**src/rtl/gate_test_pkg.sv**
```systemverilog
// Shared definitions for the gate test sequencers: FSM encodings and default stimulus.
// Pure declarations; no latency or flow-control behaviour.
package gate_test_pkg;

  localparam logic [2:0] ST_IDLE_ENC   = 3'd0;
  localparam logic [2:0] ST_DRIVE_ENC  = 3'd1;
  localparam logic [2:0] ST_SETTLE_ENC = 3'd2;
  localparam logic [2:0] ST_SAMPLE_ENC = 3'd3;
  localparam logic [2:0] ST_DONE_ENC   = 3'd4;

  typedef enum logic [2:0] {
    ST_IDLE   = ST_IDLE_ENC,
    ST_DRIVE  = ST_DRIVE_ENC,
    ST_SETTLE = ST_SETTLE_ENC,
    ST_SAMPLE = ST_SAMPLE_ENC,
    ST_DONE   = ST_DONE_ENC
  } state_t;

  localparam logic [7:0] DEFAULT_PATTERN = 8'b1010_0101;

endpackage

```
**src/rtl/gate_test_sequencer_settle_timer.sv**
```systemverilog
// Settle-time down-counter: load, decrement, expired when the count reaches its last cycle.
// Expired is combinational from the count register; no backpressure.
module settle_timer #(
  parameter int W = 2
) (
  input  logic         Clk,
  input  logic         Rst,
  input  logic         load_i,
  input  logic         dec_i,
  input  logic [W-1:0] load_val_i,
  output logic         expired_o
);

  logic [W-1:0] cnt_q;
  logic [W-1:0] cnt_d;

  always_comb begin
    cnt_d = cnt_q;
    if (load_i) begin
      cnt_d = load_val_i;
    end else if (dec_i && (cnt_q != '0)) begin
      cnt_d = cnt_q - 1'b1;
    end
  end

  always_ff @(posedge Clk or posedge Rst) begin
    if (Rst) begin
      cnt_q <= '0;
    end else begin
      cnt_q <= cnt_d;
    end
  end

  // Expiry fires on the edge that would take the count from 1 to 0.
  assign expired_o = (cnt_q == W'(1));

endmodule

```
**src/rtl/gate_test_sequencer.sv**
```systemverilog
// Drives a single-input gate through PATTERN, samples its output after a settle time, counts mismatches.
// One run takes NUM_VECTORS*(SETTLE_CYCLES+2) cycles; Start outside IDLE is ignored.
module gate_test_sequencer
  import gate_test_pkg::*;
#(
  parameter int                     NUM_VECTORS   = 8,
  parameter logic [NUM_VECTORS-1:0] PATTERN       = NUM_VECTORS'(DEFAULT_PATTERN),
  parameter int                     SETTLE_CYCLES = 2,
  parameter int                     ERR_W         = 8
) (
  input  logic             Clk,
  input  logic             Rst,
  input  logic             Start,
  output logic             GateIn,
  input  logic             GateOut,
  output logic             Busy,
  output logic             Done,
  output logic             Pass,
  output logic [ERR_W-1:0] ErrCount
);

  localparam int VW = (NUM_VECTORS > 1) ? $clog2(NUM_VECTORS) : 1;
  localparam int SW = (SETTLE_CYCLES > 0) ? $clog2(SETTLE_CYCLES + 1) : 1;

  state_t           state_q, state_d;
  logic             gate_in_q, gate_in_d;
  logic [VW-1:0]    vec_idx_q, vec_idx_d;
  logic [ERR_W-1:0] err_q, err_d;
  logic             pass_q, pass_d;
  logic             tmr_load;
  logic             tmr_dec;
  logic             tmr_expired;

  settle_timer #(
    .W (SW)
  ) u_settle_timer (
    .Clk        (Clk),
    .Rst        (Rst),
    .load_i     (tmr_load),
    .dec_i      (tmr_dec),
    .load_val_i (SW'(SETTLE_CYCLES)),
    .expired_o  (tmr_expired)
  );

  always_comb begin
    state_d   = state_q;
    gate_in_d = gate_in_q;
    vec_idx_d = vec_idx_q;
    err_d     = err_q;
    pass_d    = pass_q;
    tmr_load  = 1'b0;
    tmr_dec   = 1'b0;
    case (state_q)
      ST_IDLE: begin
        if (Start) begin
          err_d     = '0;
          pass_d    = 1'b0;
          vec_idx_d = '0;
          state_d   = ST_DRIVE;
        end
      end
      ST_DRIVE: begin
        gate_in_d = PATTERN[vec_idx_q];
        tmr_load  = 1'b1;
        state_d   = (SETTLE_CYCLES == 0) ? ST_SAMPLE : ST_SETTLE;
      end
      ST_SETTLE: begin
        tmr_dec = 1'b1;
        if (tmr_expired) begin
          state_d = ST_SAMPLE;
        end
      end
      ST_SAMPLE: begin
        // Saturate rather than wrap so a badly broken gate never reads as passing.
        if ((GateOut != ~gate_in_q) && (err_q != '1)) begin
          err_d = err_q + 1'b1;
        end
        if (vec_idx_q == VW'(NUM_VECTORS - 1)) begin
          state_d = ST_DONE;
        end else begin
          vec_idx_d = vec_idx_q + 1'b1;
          state_d   = ST_DRIVE;
        end
      end
      ST_DONE: begin
        pass_d  = (err_q == '0);
        state_d = ST_IDLE;
      end
      default: state_d = ST_IDLE;
    endcase
  end

  always_ff @(posedge Clk or posedge Rst) begin
    if (Rst) begin
      state_q   <= ST_IDLE;
      gate_in_q <= 1'b0;
      vec_idx_q <= '0;
      err_q     <= '0;
      pass_q    <= 1'b0;
    end else begin
      state_q   <= state_d;
      gate_in_q <= gate_in_d;
      vec_idx_q <= vec_idx_d;
      err_q     <= err_d;
      pass_q    <= pass_d;
    end
  end

  assign GateIn   = gate_in_q;
  assign Busy     = (state_q != ST_IDLE);
  assign Done     = (state_q == ST_DONE);
  assign Pass     = pass_q;
  assign ErrCount = err_q;

endmodule

```
**config.mk**
```make
export PLATFORM = sky130hd
export DESIGN_NAME = gate_test_sequencer
export DESIGN_NICKNAME = d
export VERILOG_FILES = /design/src/rtl/gate_test_pkg.sv /design/src/rtl/gate_test_sequencer_settle_timer.sv /design/src/rtl/gate_test_sequencer.sv
export SDC_FILE = /design/constraint.sdc
export NUM_CORES = 1
export LEC_CHECK = 0
export BUFFER_PORTS_ARGS = -buffer_cell sky130_fd_sc_hd__buf_2
export CORE_MARGIN = 2
export CORE_UTILIZATION = 48
export DETAILED_ROUTE_END_ITERATION = 16
export PLACE_DENSITY = 0.69
export SETUP_SLACK_MARGIN = 0.1
export SKIP_LAST_GASP = 1
export SYNTH_ARGS = -nofsm -noshare
export SYNTH_HDL_FRONTEND = slang
export SYNTH_SLANG_ARGS = --single-unit
```
**constraint.sdc**
```tcl
create_clock -name Clk -period 3.73 [get_ports Clk]
set_clock_uncertainty 0.05 [all_clocks]
set_input_delay 0.1865 -clock Clk [delete_from_list [all_inputs] [get_ports Clk]]
set_output_delay 0.1865 -clock Clk [all_outputs]
set_load 0.01 [all_outputs]
```
# ---- Word level (Yosys, flattened, before mapping)
# Memory sizes are Yosys's and may differ from the RTL's. A register that Yosys moved wholly into a read port is not among the register bits.
# Cells that the tools add are included.
dict set report word_totals {
  regBits 17
  n_memories 1
  out_inout_bits 12
  latch_bits 0
  wordCells 51
  ram_bits 0
  rom_bits 8
  inputBits 4
}
# memory depth width rd rd_clocked_by_memory_dff write_ports line
set mem_list {}
lappend mem_list {{(name not given)} 8 1 1 1 0 gate_test_sequencer.sv:63} ;# gate_in_d = PATTERN[vec_idx_q];
dict set report classes {
  bitwise 1
  mux 16
  shifts 0
  add_sub_neg 3
  n_mul 0
  div 0
  n_eq_ne 12
  n_reduce_logical 13
  magnitude_cmp 0
}
# op n
set ops {}
lappend ops {{$mux W8} 2}
lappend ops {{$pmux W8 S2} 1}
lappend ops {{$mux W3} 5}
lappend ops {{$pmux W3 S4} 1}
lappend ops {{$add A8 B1 Y8 const B} 1}
lappend ops {{$logic_not A8 Y1} 1}
lappend ops {{$ne A2 B2 Y1 const B} 4}
lappend ops {{$ne A8 B8 Y1 const B} 1}
lappend ops {{$reduce_bool A2 Y1} 4}
lappend ops {{$eq A3 B2 Y1 const B} 2}
lappend ops {{$eq A3 B3 Y1 const B} 2}
lappend ops {{$pmux W3 S2} 1}
lappend ops {{$reduce_and A3 Y1} 2}
lappend ops {{$mux W2} 2}
lappend ops {{$reduce_and A2 Y1} 2}
lappend ops {{$add A3 B1 Y3 const B} 1}
lappend ops {{$eq A3 B1 Y1 const B} 1}
lappend ops {{$logic_not A3 Y1} 1}
lappend ops {{$mux W1} 3}
lappend ops {{$reduce_bool A3 Y1} 1}
lappend ops {{$eq A2 B1 Y1 const B} 1}
lappend ops {{$logic_and A1 B1 Y1} 2}
lappend ops {{$pmux W1 S2} 1}
lappend ops {{$sub A2 B1 Y2 const B} 1}
lappend ops {{2 further kinds} 2}

# ---- Depth between registers and ports, before layout
dict set report logic_depth {
  ltp_word 5
  mapped_depth 6
  ltp_nobuf 6
}

# ---- Hierarchy
# From an unflattened synthesis, not the netlist that was laid out.
dict set report unflattened {
  cells_unflattened 103
  area_unflattened_um2 1056.0
}
# mod instances area_per_inst_um2 seq_area_each_um2 cells_per_inst
set modules_own_cells {}
lappend modules_own_cells {gate_test_sequencer 1 908.4 400.4 89}
lappend modules_own_cells {settle_timer 1 147.6 50.0 14}

# ---- Worst setup path before layout
# OpenSTA, ideal clock, no wires.
dict set report synth_timing {
  kind {register -> register}
  start {reg vec_idx_q[0]}
  end {reg vec_idx_q[0]}
  required_time_ns 3.555
  period_less_slack_ns 1.512
  stages_incl_launch_ff 6
  setup_time_ns 0.125
  path_slack_ns 2.218
  t_arrival_ns 1.337
  cell_sequence {dfrtp_1 ha_1 ha_1 and2_1 a21o_1 mux2_4}
}
dict set report synth_via {
  elab_chain_len 3
}
# element line
set synth_rtl {}
lappend synth_rtl {{start, declared} gate_test_sequencer.sv:27} ;# logic [VW-1:0] vec_idx_q, vec_idx_d;
lappend synth_rtl {{start signal, assigned} gate_test_sequencer.sv:103} ;# vec_idx_q <= vec_idx_d;
lappend synth_rtl {{$add A3 B1 Y3 or $eq A3 B3 Y1 (tied branches)} {gate_test_sequencer.sv:81, gate_test_sequencer.sv:78}}
lappend synth_rtl {{$mux W3 or $ne A2 B2 Y1 (tied branches)} --}
lappend synth_rtl {{$pmux W3 S2 or $reduce_and A3 Y1 (tied branches)} --}
# Parallel ways exist; a longest one is shown, timed or not. The select of a mux whose other input is x is not followed.
# A chain may end at the register's enable or synchronous reset.

# ---- Worst setup path after layout
dict set report layout_timing {
  start {reg state_q[0]}
  end {reg vec_idx_q[0]}
}
dict set report layout_via {
  elab_chain_len 3
}
# element line
set layout_rtl {}
lappend layout_rtl {{start, declared} gate_test_sequencer.sv:25} ;# state_t state_q, state_d;
lappend layout_rtl {{start signal, assigned} gate_test_sequencer.sv:101} ;# state_q <= state_d;
lappend layout_rtl {{$eq A3 B2 Y1 or $logic_not A3 Y1 (tied branches)} gate_test_sequencer.sv:53} ;# case (state_q)
lappend layout_rtl {{$ne A2 B2 Y1 (no source line) or $reduce_bool A2 Y1 (tied branches)} --}
lappend layout_rtl {{$reduce_and A3 Y1 (no source line)} --}
# Parallel ways exist; a longest one is shown, timed or not.

==> summary.txt <==
Cells and area
  – Share of post-route cells with drive strength above 1: 0.211
  – Most common cell after layout, fill and taps aside: dfrtp_1
  – Layout Nets: between 100 and 150
  – Finished Cell Area: 0.00117 mm^2
  – Commonest non-fill, non-tap cells in the layout: dfrtp_1 (18), buf_2 (15), inv_1 (9), nand2_1 (9), ha_1 (6)
  – Antenna cells: 0
  – Area added between synthesis and finish: 10.9%

Setup path
  – Worst Reg-to-Reg Cells: 4
  – Crit. Startpoint: state_q[0]
  – Critical Path Source Type: flip-flop
  – Worst reg2reg endpoint: vec_idx_q[0]
  – Slowest stage delay, CP: a little over 0.5 ns
  – Crit-path slowest cell: dfrtp_1
  – Worst-path cell chain: nor2_1 > nand3_1 > a21o_1 > mux2_4
  – CP Data Arrival Time: between 1.5 and 2 ns
  – Critical Setup Path Class: flip-flop to flip-flop
  – Req. time, crit path: a little under 4 ns
  – Worst Setup End Kind: flip-flop
  – RR Startpoint: state_q[0]
  – Max FO, Critical Path: 10
  – R2R Setup Slk: between 2 and 2.5 ns
  – Crit path to: vec_idx_q[0]

Synthesis
  – Seq/Total Area, Yosys: 0.427
  – Yosys warnings: 0
  – Cells after Synth: 107
  – Mapped Area: ~0.0011 mm^2
  – Flops & latches, synth: 18
  – Average cell area after synthesis: roughly 9.9 um^2
  – Net count after synthesis: between 100 and 150
  – Synth cell types: 38

Detailed routing
  – Post-Route M1 WL: 1080 um
  – Metal3 WL: 54 um
  – Drc violations: 0
  – Vias post-DR: 826
  – Post-DRT Antenna Nets: 0
  – WL/cell: between 10 and 15 um
  – First-pass DRT Iterations: 4
  – Metal2 WL: between 800 and 900 um
  – Final wirelength: just over 2000 um
  – Vias/cell: approximately 5.5
  – Iteration-0 DRC Markers: 22
  – Top sig layer: met3

Clocking
  – Max clock buf depth: 2
  – TritonCTS Buffers: 3
  – Post-CTS Setup Repair Bufs: 0
  – H-tree levels: 1
  – CTS tree: built
  – Clk slew on worst S/H paths: approximately 0.10 ns
  – Sink Count: 18
  – Root Driver: clkbuf_4
  – Worst-skew pair later-pin latency: about 0.29 ns

Power
  – Sw frac: 0.403
  – Pwr/cell area: between 600 and 700 mW/mm^2
  – Switching power: ~0.00030 W
  – Peak supply drop: ~0.34 mV
  – Int Pwr: approximately 0.00044 W
  – Total power: about 0.00074 W
  – Lkg Pwr: 0.604 nW
  – Sequential share of power: 0.429
  – Clock share of power: 0.129
  – Comb pwr share: 0.442

Timing
  – Crit share post-route: 0.453
  – Max Slew Vio Count: 0
  – Setup TNS: 0 ns
  – Achievable Freq: roughly 0.59 GHz
  – RSZ-0062 raised after global routing: no
  – Worst Max-Slew Pin Slew: ~0.7 ns
  – Final hold vios: 0
  – Relative slew slack: 0.528
  – Fin crit period: between 1.5 and 2 ns
  – Setup violators final: 0

Floorplan
  – Die height: 50.9 um
  – IO Count: 16
  – Core area: about 0.002 mm^2
  – Die X: about 51 um
  – Row cnt: 16
  – Starting density of the core: 0.522
  – Total die area: ~0.0026 mm^2

GRT
  – Total Routing Usage GR: 0.167
  – Largest net degree at the start of global routing: 19
  – Initial antenna violation count: 0
  – Vias in the first global route: 725
  – Global-route wire length before repair: 3220 um
  – GR Overflow Total: 0

Run
  – Maxcap violations: 0

Run status
  – Status: finished clean

Hold path
  – Worst min-delay path class: input port to flip-flop
  – WHS Path Cells: 3

Place
  – Post-DP Area: 0.00114 mm^2
  – Final HPWL DP: between 1500 and 2000 um
  – RD Place Congestion: ~0.86
  – Port buffer count: 15
==> worst max-delay path: cells and delay by family, from the launching register on <==
family / cells / cell delay [ns]
flops: 1 / 0.51
simple gates: 2 / 0.49
compound gates: 1 / 0.27
mux: 1 / 0.26
==> sequential cells by signal, indices dropped and copies added, names as in the netlist <==
register / flops
u_settle_timer.cnt_q: 2
ErrCount: 8
state_q: 3
Pass: 1
vec_idx_q: 3
GateIn: 1
==> worst min-delay path by stage <==
stage	from	end	slack (ns)
after floorplan	Rst	ErrCount[0]	0.08
after global placement	Rst	ErrCount[2]	0.27
after detailed placement	Rst	ErrCount[0]	0.29
after CTS	Start	ErrCount[6]	0.20
after global routing	Start	ErrCount[4]	0.22
final	Start	ErrCount[6]	0.21
==> logic make-up (layout without fill, tap and decap cells) <==
group | count (synthesis) | in the layout | share of synthesized area
compound gates | 24 | 24 | 0.160
xor+xnor | 3 | 3 | 0.0249
buf+inv | 13 | 29 | 0.0629
mux | 5 | 5 | 0.0522
simple gates | 38 | 38 | 0.202
flops | 18 | 18 | 0.427
fa+ha+maj | 6 | 6 | 0.0712
==> Yosys cell counts <==
library cell	count	share of area
a31oi_1	2	0.012
a211oi_1	1	0.0071
xnor2_1	2	0.017
o22a_1	1	0.0083
nand2_1	9	0.032
and4_1	2	0.017
dfrtp_1	18	0.43
nor4_1	1	0.0059
o21ai_0	5	0.024
inv_1	9	0.032
and2_1	3	0.018
buf_4	2	0.014
nor3_1	3	0.014
ha_1	6	0.071
mux2i_1	4	0.038
nand3_1	5	0.024
o211ai_1	1	0.0071
and3_1	3	0.018
or3_2	1	0.0071
a31o_2	1	0.0083
buf_6	1	0.011
or3_4	1	0.011
and3b_1	1	0.0083
a21oi_1	5	0.024
a41oi_1	1	0.0083
a21o_1	1	0.0071
nand4_1	3	0.018
a22o_2	2	0.019
nor4b_1	1	0.0083
a32o_1	1	0.0095
nor2_1	4	0.014
inv_4	1	0.0059
o21a_1	1	0.0071
a41o_1	1	0.0095
mux2_4	1	0.014
o211a_1	1	0.0095
and3_2	1	0.0071
xor2_1	1	0.0083
==> through the flow <==
step / hold slack [ns] / util / setup slack [ns] / instances
after floorplan: 0.0751 / - / 2.22 / 107
after global placement: 0.267 / 0.563 / 2.09 / 146
after detailed placement: 0.289 / 0.563 / 2.05 / 146
after CTS: 0.200 / 0.579 / 2.03 / 150
after global routing: 0.220 / 0.579 / 1.94 / 150
final: 0.208 / 0.579 / 2.04 / 150
==> cell type report <==
| class | count | area, um^2 |
|---|---|---|
| clock buffer | 3 | 22.5 |
| fill | 185 | 852 |
| inverter | 10 | 40.0 |
| multi-input combinational | 76 | 538 |
| sequential | 18 | 450 |
| tap | 27 | 33.8 |
| timing repair buffer | 16 | 85.1 |
==> what timing repair did <==
item | in CTS | in global routing
hold endpoints to repair | 18 | 0
hold buffers | 1 | 0
resized for setup | 0 | 0
==> power groups by stage <==
| stage | logic (W) | clock network (W) | registers [W] |
|---|---|---|---|
| after floorplan | 0.000281 | 0 | 0.000295 |
| after global placement | 0.000319 | 0 | 0.000318 |
| after detailed placement | 0.000325 | 0 | 0.000320 |
| after CTS | 0.000329 | 0.000100 | 0.000317 |
| after global routing | 0.000364 | 0.000106 | 0.000327 |
| final | 0.000326 | 0.0000950 | 0.000316 |
==> per-layer routing <==
layer	GRT usage	vias up
li1	-	424
met1	0.240	389
met2	0.259	13
met3	0.0263	0
met4	0.0541	0
met5	0	-
Note: power is estimated with default switching activity, not from simulation.
